File: src/rtl/keysearch_stage_sequencer.sv
// rtl/keysearch_stage_sequencer.sv - main controller for the RC4 key-search datapath
// Runs the sub-blocks in order for each candidate key and steps the key until a verdict.
module keysearch_stage_sequencer #(
  parameter int unsigned          NUM_STAGES     = 3,
  parameter int unsigned          KEY_WIDTH      = 24,
  parameter logic [KEY_WIDTH-1:0] KEY_START      = '0,
  parameter logic [KEY_WIDTH-1:0] KEY_LAST       = KEY_WIDTH'(24'h3FFFFF),
  parameter int unsigned          TIMEOUT_CYCLES = 0,
  parameter int unsigned          SEL_WIDTH      = 2
) (
  input  logic                  clk_i,
  input  logic                  reset_i,
  input  logic                  start_i,
  input  logic                  abort_i,
  input  logic [NUM_STAGES-1:0] stage_finish_i,
  input  logic                  key_ok_i,
  output logic [NUM_STAGES-1:0] stage_start_o,
  output logic [SEL_WIDTH-1:0]  select_share_o,
  output logic [KEY_WIDTH-1:0]  key_o,
  output logic                  busy_o,
  output logic                  found_o,
  output logic                  exhausted_o,
  output logic                  timeout_err_o
);

  localparam int unsigned          CNT_W      = (TIMEOUT_CYCLES > 1) ? $clog2(TIMEOUT_CYCLES) : 1;
  localparam logic [CNT_W-1:0]     CNT_LAST   = (TIMEOUT_CYCLES > 1) ? CNT_W'(TIMEOUT_CYCLES - 1) : '0;
  localparam logic [SEL_WIDTH-1:0] IDX_LAST   = SEL_WIDTH'(NUM_STAGES - 1);
  localparam bit                   TIMEOUT_EN = (TIMEOUT_CYCLES != 0);

  if (KEY_LAST < KEY_START) begin : g_bad_key_range
    $error("KEY_LAST must not be below KEY_START");
  end
  if (NUM_STAGES < 1) begin : g_bad_num_stages
    $error("NUM_STAGES must be at least 1");
  end
  if ((2 ** SEL_WIDTH) < NUM_STAGES) begin : g_bad_sel_width
    $error("SEL_WIDTH too narrow for NUM_STAGES");
  end

  typedef enum logic [2:0] {
    S_IDLE,
    S_LAUNCH,
    S_WAIT,
    S_CHECK,
    S_NEXT,
    S_FOUND,
    S_FAIL
  } state_e;

  state_e                  state_q, state_d;
  logic [SEL_WIDTH-1:0]    idx_q, idx_d;
  logic [KEY_WIDTH-1:0]    key_q, key_d;
  logic [CNT_W-1:0]        cnt_q, cnt_d;
  logic                    found_q, found_d;
  logic                    exhausted_q, exhausted_d;
  logic                    timeout_q, timeout_d;
  logic [NUM_STAGES-1:0]   stage_start_q, stage_start_d;
  logic [SEL_WIDTH-1:0]    sel_q, sel_d;
  logic                    busy_q, busy_d;
  logic                    finish_sel;

  // Only the finish bit of the stage currently owning the key is observed.
  always_comb begin
    finish_sel = 1'b0;
    for (int i = 0; i < int'(NUM_STAGES); i++) begin
      if (idx_q == SEL_WIDTH'(i)) begin
        finish_sel = stage_finish_i[i];
      end
    end
  end

  always_comb begin
    state_d     = state_q;
    idx_d       = idx_q;
    key_d       = key_q;
    cnt_d       = cnt_q;
    found_d     = found_q;
    exhausted_d = exhausted_q;
    timeout_d   = timeout_q;

    unique case (state_q)
      S_IDLE, S_FOUND, S_FAIL: begin
        if (start_i) begin
          state_d     = S_LAUNCH;
          key_d       = KEY_START;
          idx_d       = '0;
          found_d     = 1'b0;
          exhausted_d = 1'b0;
          timeout_d   = 1'b0;
        end
      end
      S_LAUNCH: begin
        state_d = S_WAIT;
        cnt_d   = '0;
      end
      S_WAIT: begin
        // A finish arriving on the last allowed cycle still counts.
        if (finish_sel) begin
          if (idx_q != IDX_LAST) begin
            idx_d   = idx_q + SEL_WIDTH'(1);
            state_d = S_LAUNCH;
          end else begin
            state_d = S_CHECK;
          end
        end else if (TIMEOUT_EN) begin
          if (cnt_q == CNT_LAST) begin
            state_d   = S_FAIL;
            timeout_d = 1'b1;
          end else begin
            cnt_d = cnt_q + CNT_W'(1);
          end
        end
      end
      S_CHECK: begin
        if (key_ok_i) begin
          state_d = S_FOUND;
          found_d = 1'b1;
        end else if (key_q == KEY_LAST) begin
          state_d     = S_FAIL;
          exhausted_d = 1'b1;
        end else begin
          state_d = S_NEXT;
        end
      end
      S_NEXT: begin
        key_d   = key_q + KEY_WIDTH'(1);
        idx_d   = '0;
        state_d = S_LAUNCH;
      end
      default: begin
        state_d = S_IDLE;
      end
    endcase

    if (abort_i) begin
      state_d     = S_IDLE;
      idx_d       = '0;
      key_d       = KEY_START;
      cnt_d       = '0;
      found_d     = 1'b0;
      exhausted_d = 1'b0;
      timeout_d   = 1'b0;
    end
  end

  // Outputs are decoded from the next state so they register alongside it.
  always_comb begin
    stage_start_d = '0;
    busy_d        = (state_d == S_LAUNCH) || (state_d == S_WAIT) ||
                    (state_d == S_CHECK)  || (state_d == S_NEXT);
    sel_d         = busy_d ? idx_d : '0;
    for (int i = 0; i < int'(NUM_STAGES); i++) begin
      stage_start_d[i] = (state_d == S_LAUNCH) && (idx_d == SEL_WIDTH'(i));
    end
  end

  always_ff @(posedge clk_i) begin
    if (reset_i) begin
      state_q       <= S_IDLE;
      idx_q         <= '0;
      key_q         <= KEY_START;
      cnt_q         <= '0;
      found_q       <= 1'b0;
      exhausted_q   <= 1'b0;
      timeout_q     <= 1'b0;
      stage_start_q <= '0;
      sel_q         <= '0;
      busy_q        <= 1'b0;
    end else begin
      state_q       <= state_d;
      idx_q         <= idx_d;
      key_q         <= key_d;
      cnt_q         <= cnt_d;
      found_q       <= found_d;
      exhausted_q   <= exhausted_d;
      timeout_q     <= timeout_d;
      stage_start_q <= stage_start_d;
      sel_q         <= sel_d;
      busy_q        <= busy_d;
    end
  end

  assign stage_start_o  = stage_start_q;
  assign select_share_o = sel_q;
  assign key_o          = key_q;
  assign busy_o         = busy_q;
  assign found_o        = found_q;
  assign exhausted_o    = exhausted_q;
  assign timeout_err_o  = timeout_q;

endmodule

File: config.mk
export PLATFORM = sky130hd
export DESIGN_NAME = keysearch_stage_sequencer
export DESIGN_NICKNAME = d
export VERILOG_FILES = /design/src/rtl/keysearch_stage_sequencer.sv
export SDC_FILE = /design/constraint.sdc
export NUM_CORES = 1
export LEC_CHECK = 0
export CAP_MARGIN = 10
export CORE_MARGIN = 1
export CORE_UTILIZATION = 50
export CTS_CLUSTER_SIZE = 14
export DETAILED_ROUTE_END_ITERATION = 8
export GPL_TIMING_DRIVEN = 0
export PLACE_DENSITY = 0.79
export SYNTH_ARGS = -nofsm -noshare
export SYNTH_HDL_FRONTEND = slang
export SYNTH_SLANG_ARGS = --single-unit
export TNS_END_PERCENT = 1
File: constraint.sdc
create_clock -name clk_i -period 2.9 [get_ports clk_i]
set_input_delay 0.435 -clock clk_i [delete_from_list [all_inputs] [get_ports clk_i]]
set_output_delay 0.435 -clock clk_i [all_outputs]
set_load 0.01 [all_outputs]
==> impl_metrics.tcl, run 1 <==
set metrics [dict create \
    cp.required_ps 3080 \
    synth_top_family_by_area "simple AND/OR/NAND/NOR gates" \
    detail_route.iter0.violations 109 \
    global_route.peak_usage_layer "met2" \
    final_antenna_net_count 0 \
    synth_largest_type_area_fraction 0.391 \
    die_y_um 63.6 \
    synth_largest_area_cell "sky130_fd_sc_hd__dfxtp_1" \
    tritoncts_num_sinks 37 \
    area_growth_pct 28.3 \
    post_layout_nonfiller_instances 317 \
    rsz0062_at_grt "false" \
    placedCellCount 310 \
    yosysMostFrequentCell "sky130_fd_sc_hd__dfxtp_1" \
    final_layout_size_suffix_gt1_frac 0.0818 \
    synth_seq_area_share 0.391 \
    cts_hold_buf 0 \
    setup_ws_ps 603 \
    io_pins 41 \
    post_cts_resized 0 \
    power.total_mw 0.938 \
    place.gp.congestion 0.863 \
    warning_count_from_the_yosys_run 0 \
    antenna_found_initial 0 \
    pwr_density_cell_mw_per_mm2 386 \
    min_period_over_period 0.792 \
    grt.met1_usage 0.317 \
    max_slew.worst_pin.slew_ps 826 \
    met2_usage 0.379 \
    status "finished, final reports clean" \
    synthCells 223 \
    tritoncts "done" \
    critical_path_arrival_ps 2480 \
    core_area_sq_mm 0.00366 \
    maxClockFrequency_mhz 435 \
    average_vias_per_placed_instance 5.64 \
    fin_hold_ws_ps 507 \
    cts_max_level 2 \
    synth_edf_count 0 \
    synthFlopType "sky130_fd_sc_hd__dfxtp_1" \
    maxCapViolCount 0 \
    hold_viol 0 \
    grt_usage 0.240 \
    synth_compound_area_frac 0.141 \
    clock-skew-final_ps 3.28 \
    cts_made_buffers 5 \
    routed_wirelength_mm 4.47 \
    timing.max_slew.rel_slack 0.448 \
    synth_fa_ha_area_frac 0.0317 \
    post_synth_mux_area_share 0.0277 \
    crit_path_category "reg2reg" \
    netlist-cell-type-count 49 \
    static-leakage-power_nw 0.898 \
    preCtsSetupSlack_ps 411 \
    synthesis.area_sq_mm 0.00190 \
    vdd_drop_max_uv 225 \
    fillers 329 \
    post_drt_wl_per_cell_um 14.1 \
    register_area_sq_um 741 \
    num-nets-final 281 \
    postSynthNetCount 235 \
    hpwlAfterDp_mm 3.16 \
    timing.final.crit_period_ps 2300 \
    number_of_buffers_added_for_setup_after_cts 0 \
    synth.avg_cell_area_sq_um 8.51 \
    drc 0 \
    setup-tns-final_ps 0 \
    multi_input_comb_area_sq_mm 0.00107 \
    yosys.area_share.simple 0.327 \
    grt_pass1_wl_mm 7.60 \
    num_vias 1788 \
    post_synth_xor_area_fraction 0.0323 \
    clock_latency_at_the_later_pin_of_the_worst_skew_pair_ps 290 \
    grt_pass1_vias 1679 \
    effective_utilization_at_floorplan 0.518 \
    firstDrtPassIters 4 \
    ys_async_sr_fraction 0 \
    number_of_buffers_added_on_ports 39 \
    floorplan.die_area_sq_mm 0.00404 \
    most_instantiated_cells_after_synthesis "sky130_fd_sc_hd__dfxtp_1, sky130_fd_sc_hd__nor2_1, sky130_fd_sc_hd__nand3_1, sky130_fd_sc_hd__a21oi_1, sky130_fd_sc_hd__and3_1" \
    finalMaxSlewViolations 0 \
    insertedDiodeCount 0 \
    num_rows 22 \
    pin_count_of_the_biggest_net_entering_global_routing 11 \
    grt_overflow 0 \
    timing.critical_path.from_type "register" \
    clk_transition_reported_paths_ps 70 \
    ctsRootBufferMaster "sky130_fd_sc_hd__clkbuf_8" \
    post_synth_main_area_contributors "sky130_fd_sc_hd__dfxtp_1, sky130_fd_sc_hd__nor2_1, sky130_fd_sc_hd__nand3_1, sky130_fd_sc_hd__and3_1, sky130_fd_sc_hd__a21oi_1" \
    cts-root-to-sink-buffers 2 \
    crit_fanout 4 \
    finalSetupViolations 0 \
    postSynthRegisterBits 37 \
    dieWidth_um 63.6 \
    min_path_type "reg2reg" \
    groute.layer.met3.usage 0.0435 \
    cp-end-kind "register" \
]
sequential cells by signal, indices dropped and copies added (netlist names):
| name | count |
|---|---|
| stage_start_o | 3 |
| state_q | 3 |
| key_o | 24 |
| exhausted_o | 1 |
| found_o | 1 |
| select_share_o | 2 |
| idx_q | 2 |
| busy_o | 1 |
final cells by class:
class / count / area share
timing repair buffer: 39 / 0.160
inverter: 5 / 0.00771
multi-input combinational: 171 / 0.438
buffer: 10 / 0.0293
sequential: 37 / 0.304
clock buffer: 7 / 0.0355
tap: 48 / 0.0247
worst paths after layout:
check	start	end	slack, ps	cells past startpoint
worst max-delay path	idx_q[1]	busy_o	600	7
worst min register to register	exhausted_o	exhausted_o	510	2
worst min-delay path	exhausted_o	exhausted_o	510	2
worst max register to register	idx_q[1]	busy_o	600	7
worst max-delay path, stage by stage (launching register included):
cell                       delay [ps]
sky130_fd_sc_hd__dfxtp_1          370
sky130_fd_sc_hd__inv_1             80
sky130_fd_sc_hd__ha_1             210
sky130_fd_sc_hd__a21oi_1          190
sky130_fd_sc_hd__a211oi_1         160
sky130_fd_sc_hd__or4_1            550
sky130_fd_sc_hd__nor3_2           260
sky130_fd_sc_hd__mux2_2           370
report_power, final:
part	switching, mW	total, mW	internal [mW]
registers	0.00102	0.511	0.510
clock network	0.179	0.368	0.189
logic	0.0341	0.0596	0.0254
total	0.214	0.938	0.724
per-layer routing:
metal  part of all wire  vias up  wire (um)
li1                   -      889          -
met1               0.48      834       2130
met2               0.44       58       1980
met3              0.068        7        302
met4              0.014        0         63
met5                  0        -          0
metrics by stage:
step,util,cell area (sq um)
floorplan,-,1900
finish,0.665,2430
detailed placement,0.641,2350
global route,0.665,2430
CTS,0.665,2430
global placement,0.641,2350
cells by family after synthesis:
group | Yosys count
mux | 5
fa+ha+maj | 5
buf+inv | 15
other cells | 1
compound gates | 43
simple gates | 110
flops | 37
xor+xnor | 7
cells in the final DEF (no fill, tap or decap), drive strengths merged, types with 2 or more instances in the layout:
master / Yosys / final
or3b: 2 / 2
or2: 6 / 6
mux2i: 3 / 3
a311oi: 2 / 2
nor2: 25 / 25
and3: 13 / 13
nand2: 10 / 10
inv: 5 / 5
a21oi: 15 / 15
clkdlybuf4s50: 0 / 39
nand4: 7 / 7
xnor2: 3 / 3
nor2b: 4 / 4
nor4: 4 / 4
mux2: 2 / 2
o21a: 5 / 5
a32o: 2 / 2
clkbuf: 3 / 10
nand3: 17 / 17
nor3b: 2 / 2
o211ai: 3 / 3
xor2: 4 / 4
and2: 3 / 3
or3: 3 / 3
a31oi: 2 / 2
nor3: 5 / 5
dfxtp: 37 / 37
buf: 7 / 7
o21ai: 10 / 10
nand3b: 2 / 2
ha: 4 / 4
nand2b: 3 / 3
Power figures use the tool's default switching activity.
==> run 2, diff against run 1 <==
CORE_UTILIZATION = 45   (was 50)
PLACE_DENSITY = 0.75   (was 0.79)
clock period = 2.1 ns   (was 2.9 ns; I/O delays follow)
==> run 2 against run 1 <==
Combinational power up 52%; global-route usage is 2.2 points lower; register-to-register slack worse by 520 ps; final cell count increased by 1.3%; power grew 39%; sequential power up 38%; first-iteration DRC count up 5.5%; flip-flop and latch count unchanged; critical path type unchanged; critical endpoint unchanged; highest routed layer unchanged.
==> impl_metrics.tcl, run 2 (synthesized netlist as in run 1, its figures left out) <==
set metrics [dict create \
    grt_usage 0.219 \
    post_layout_nonfiller_instances 321 \
    setup_ws_ps 77.8 \
    cts-root-to-sink-buffers 2 \
    clock-skew-final_ps 9.04 \
    num_rows 23 \
    drc 0 \
    rrSetupSlack_ps 80 \
    grt_overflow 0 \
    timing.critical_path.from_type "register" \
    critical-path-slowest-cell "sky130_fd_sc_hd__or4_4" \
    most_used_cells_in_the_layout_excluding_fill_and_tap_cells "sky130_fd_sc_hd__clkdlybuf4s50_1, sky130_fd_sc_hd__dfxtp_1, sky130_fd_sc_hd__nor2_1" \
    pin_count_of_the_biggest_net_entering_global_routing 12 \
    path_buf_inv 1 \
    num-nets-final 283 \
    final_layout_size_suffix_gt1_frac 0.125 \
    register_area_sq_um 743 \
    critical_path_cell_count 7 \
    dieWidth_um 66.9 \
    critPathLaunch "idx_q[0]" \
    pwr_density_cell_mw_per_mm2 522 \
    post_drt_wl_per_cell_um 13.9 \
    finalSetupViolations 0 \
    detail_route.iter0.violations 115 \
    hpwlAfterDp_mm 3.14 \
    critical_path.cell_chain "inv_1, ha_1, a21oi_2, a211oi_4, or4_4, nor3_4, mux2_2" \
    mostFrequentLayoutCell "sky130_fd_sc_hd__clkdlybuf4s50_1" \
    min_path_type "reg2reg" \
    fillers 361 \
    cp_slowest_stage_delay_ps 470 \
    tritoncts_num_sinks 37 \
    endpoint "busy_o" \
    grt_pass1_wl_mm 7.28 \
    crit_fanout 4 \
    grt_pass1_vias 1558 \
    place.gp.congestion 0.853 \
    length_in_cells_of_the_worst_reg_to_reg_path 7 \
    grt.met1_usage 0.299 \
    average_vias_per_placed_instance 5.46 \
    placedCellCount 312 \
    insertedDiodeCount 0 \
    groute.layer.met3.usage 0.0428 \
    maxCapViolCount 0 \
    vdd_drop_max_uv 381 \
    preCtsSetupSlack_ps -246 \
    tritoncts "done" \
    ctsRootBufferMaster "sky130_fd_sc_hd__clkbuf_8" \
    clk_transition_reported_paths_ps 80 \
    maxClockFrequency_mhz 495 \
    status "finished, final reports clean" \
    effective_utilization_at_floorplan 0.471 \
    hold_viol 0 \
    cts_made_buffers 5 \
    critical_path_arrival_ps 2200 \
    max_slew.worst_pin.slew_ps 633 \
    fin_hold_ws_ps 499 \
    power.total_mw 1.31 \
    timing.final.crit_period_ps 2020 \
    crit_path_category "reg2reg" \
    global_route.peak_usage_layer "met2" \
    die_y_um 66.9 \
    rsz0062_at_grt "true" \
    cp.required_ps 2280 \
    cpLargestDelayFamily "simple AND/OR/NAND/NOR gates" \
    number_of_buffers_added_on_ports 39 \
    antenna_found_initial 0 \
    min_period_over_period 0.963 \
    timing.rr.start "idx_q[0]" \
    clock_latency_at_the_later_pin_of_the_worst_skew_pair_ps 300 \
    cts_max_level 2 \
    num_vias 1754 \
    placed_cell_area_sq_mm 0.00236 \
    core_area_sq_mm 0.00403 \
    timing.max_slew.rel_slack 0.577 \
    met2_usage 0.335 \
    final_cell_area_sq_mm 0.00250 \
    floorplan.die_area_sq_mm 0.00448 \
    area_growth_pct 32.0 \
    largest_register_ffs 24 \
    final_antenna_net_count 0 \
    finalMaxSlewViolations 0 \
    multi_input_comb_area_sq_mm 0.00111 \
    static-leakage-power_nw 0.930 \
    firstDrtPassIters 4 \
    routed_wirelength_mm 4.46 \
    cp-end-kind "register" \
    timing.rr.end "busy_o" \
    io_pins 41 \
]
## run 2: worst min path at each step
| stage | startpoint | depth (start not counted) | to |
|---|---|---|---|
| floorplan | key_o[21] | 2 | key_o[21] |
| global placement | exhausted_o | 2 | exhausted_o |
| detailed placement | exhausted_o | 2 | exhausted_o |
| CTS | exhausted_o | 2 | exhausted_o |
| global route | exhausted_o | 2 | exhausted_o |
| finish | key_o[21] | 2 | key_o[21] |
## run 2: repair_timing
| item | 4_1_cts | 5_1_grt |
|---|---|---|
| pin swaps | 1 | 6 |
| setup endpoints to repair | 10 | 9 |
| resized for setup | 7 | 4 |
| setup buffers | 1 | 1 |
| hold buffers | 0 | 0 |
## run 2: worst reg2reg max path, delay by kind of cell, from the launching register on
kind	cells	cell delay, ps
AOI/OAI and AO/OA	2	310
DFF	1	350
adders and majority gates	1	230
buffers and inverters	1	60
muxes	1	350
and+or+nand+nor	2	620
## run 2: cell type report
| type | count | share of cell area |
|---|---|---|
| Buffer | 10 | 0.0290 |
| Tap cell | 50 | 0.0250 |
| Clock buffer | 6 | 0.0330 |
| Inverter | 5 | 0.00750 |
| Multi-Input combinational cell | 171 | 0.444 |
| Timing Repair Buffer | 41 | 0.162 |
| Sequential cell | 37 | 0.297 |
| Clock inverter | 1 | 0.00300 |
## run 2: metrics by stage
stage	setup TNS, ps	utilization
after floorplan	0	-
after global placement	-448	0.585
after detailed placement	-602	0.585
after CTS	-52.0	0.616
after global routing	-22.6	0.621
final	0	0.621
## run 2: where the power goes
group / total [mW] / switching [mW] / internal, mW
Combinational: 0.0908 / 0.0504 / 0.0403
Sequential: 0.706 / 0.00125 / 0.705
Clock: 0.511 / 0.252 / 0.259
Total: 1.31 / 0.304 / 1.00
## run 2: routing by layer
metal  vias to the layer above  wire length [um]
met5                         -                 0
met4                         0                61
met3                         8               195
met2                        38              1970
met1                       813              2230
li1                        895                 -
==> run 3, diff against run 2 <==
CAP_MARGIN = 20   (was 10)
==> results of run 3 <==
No change in the layout: final DEF, timing and power equal those of run 2.
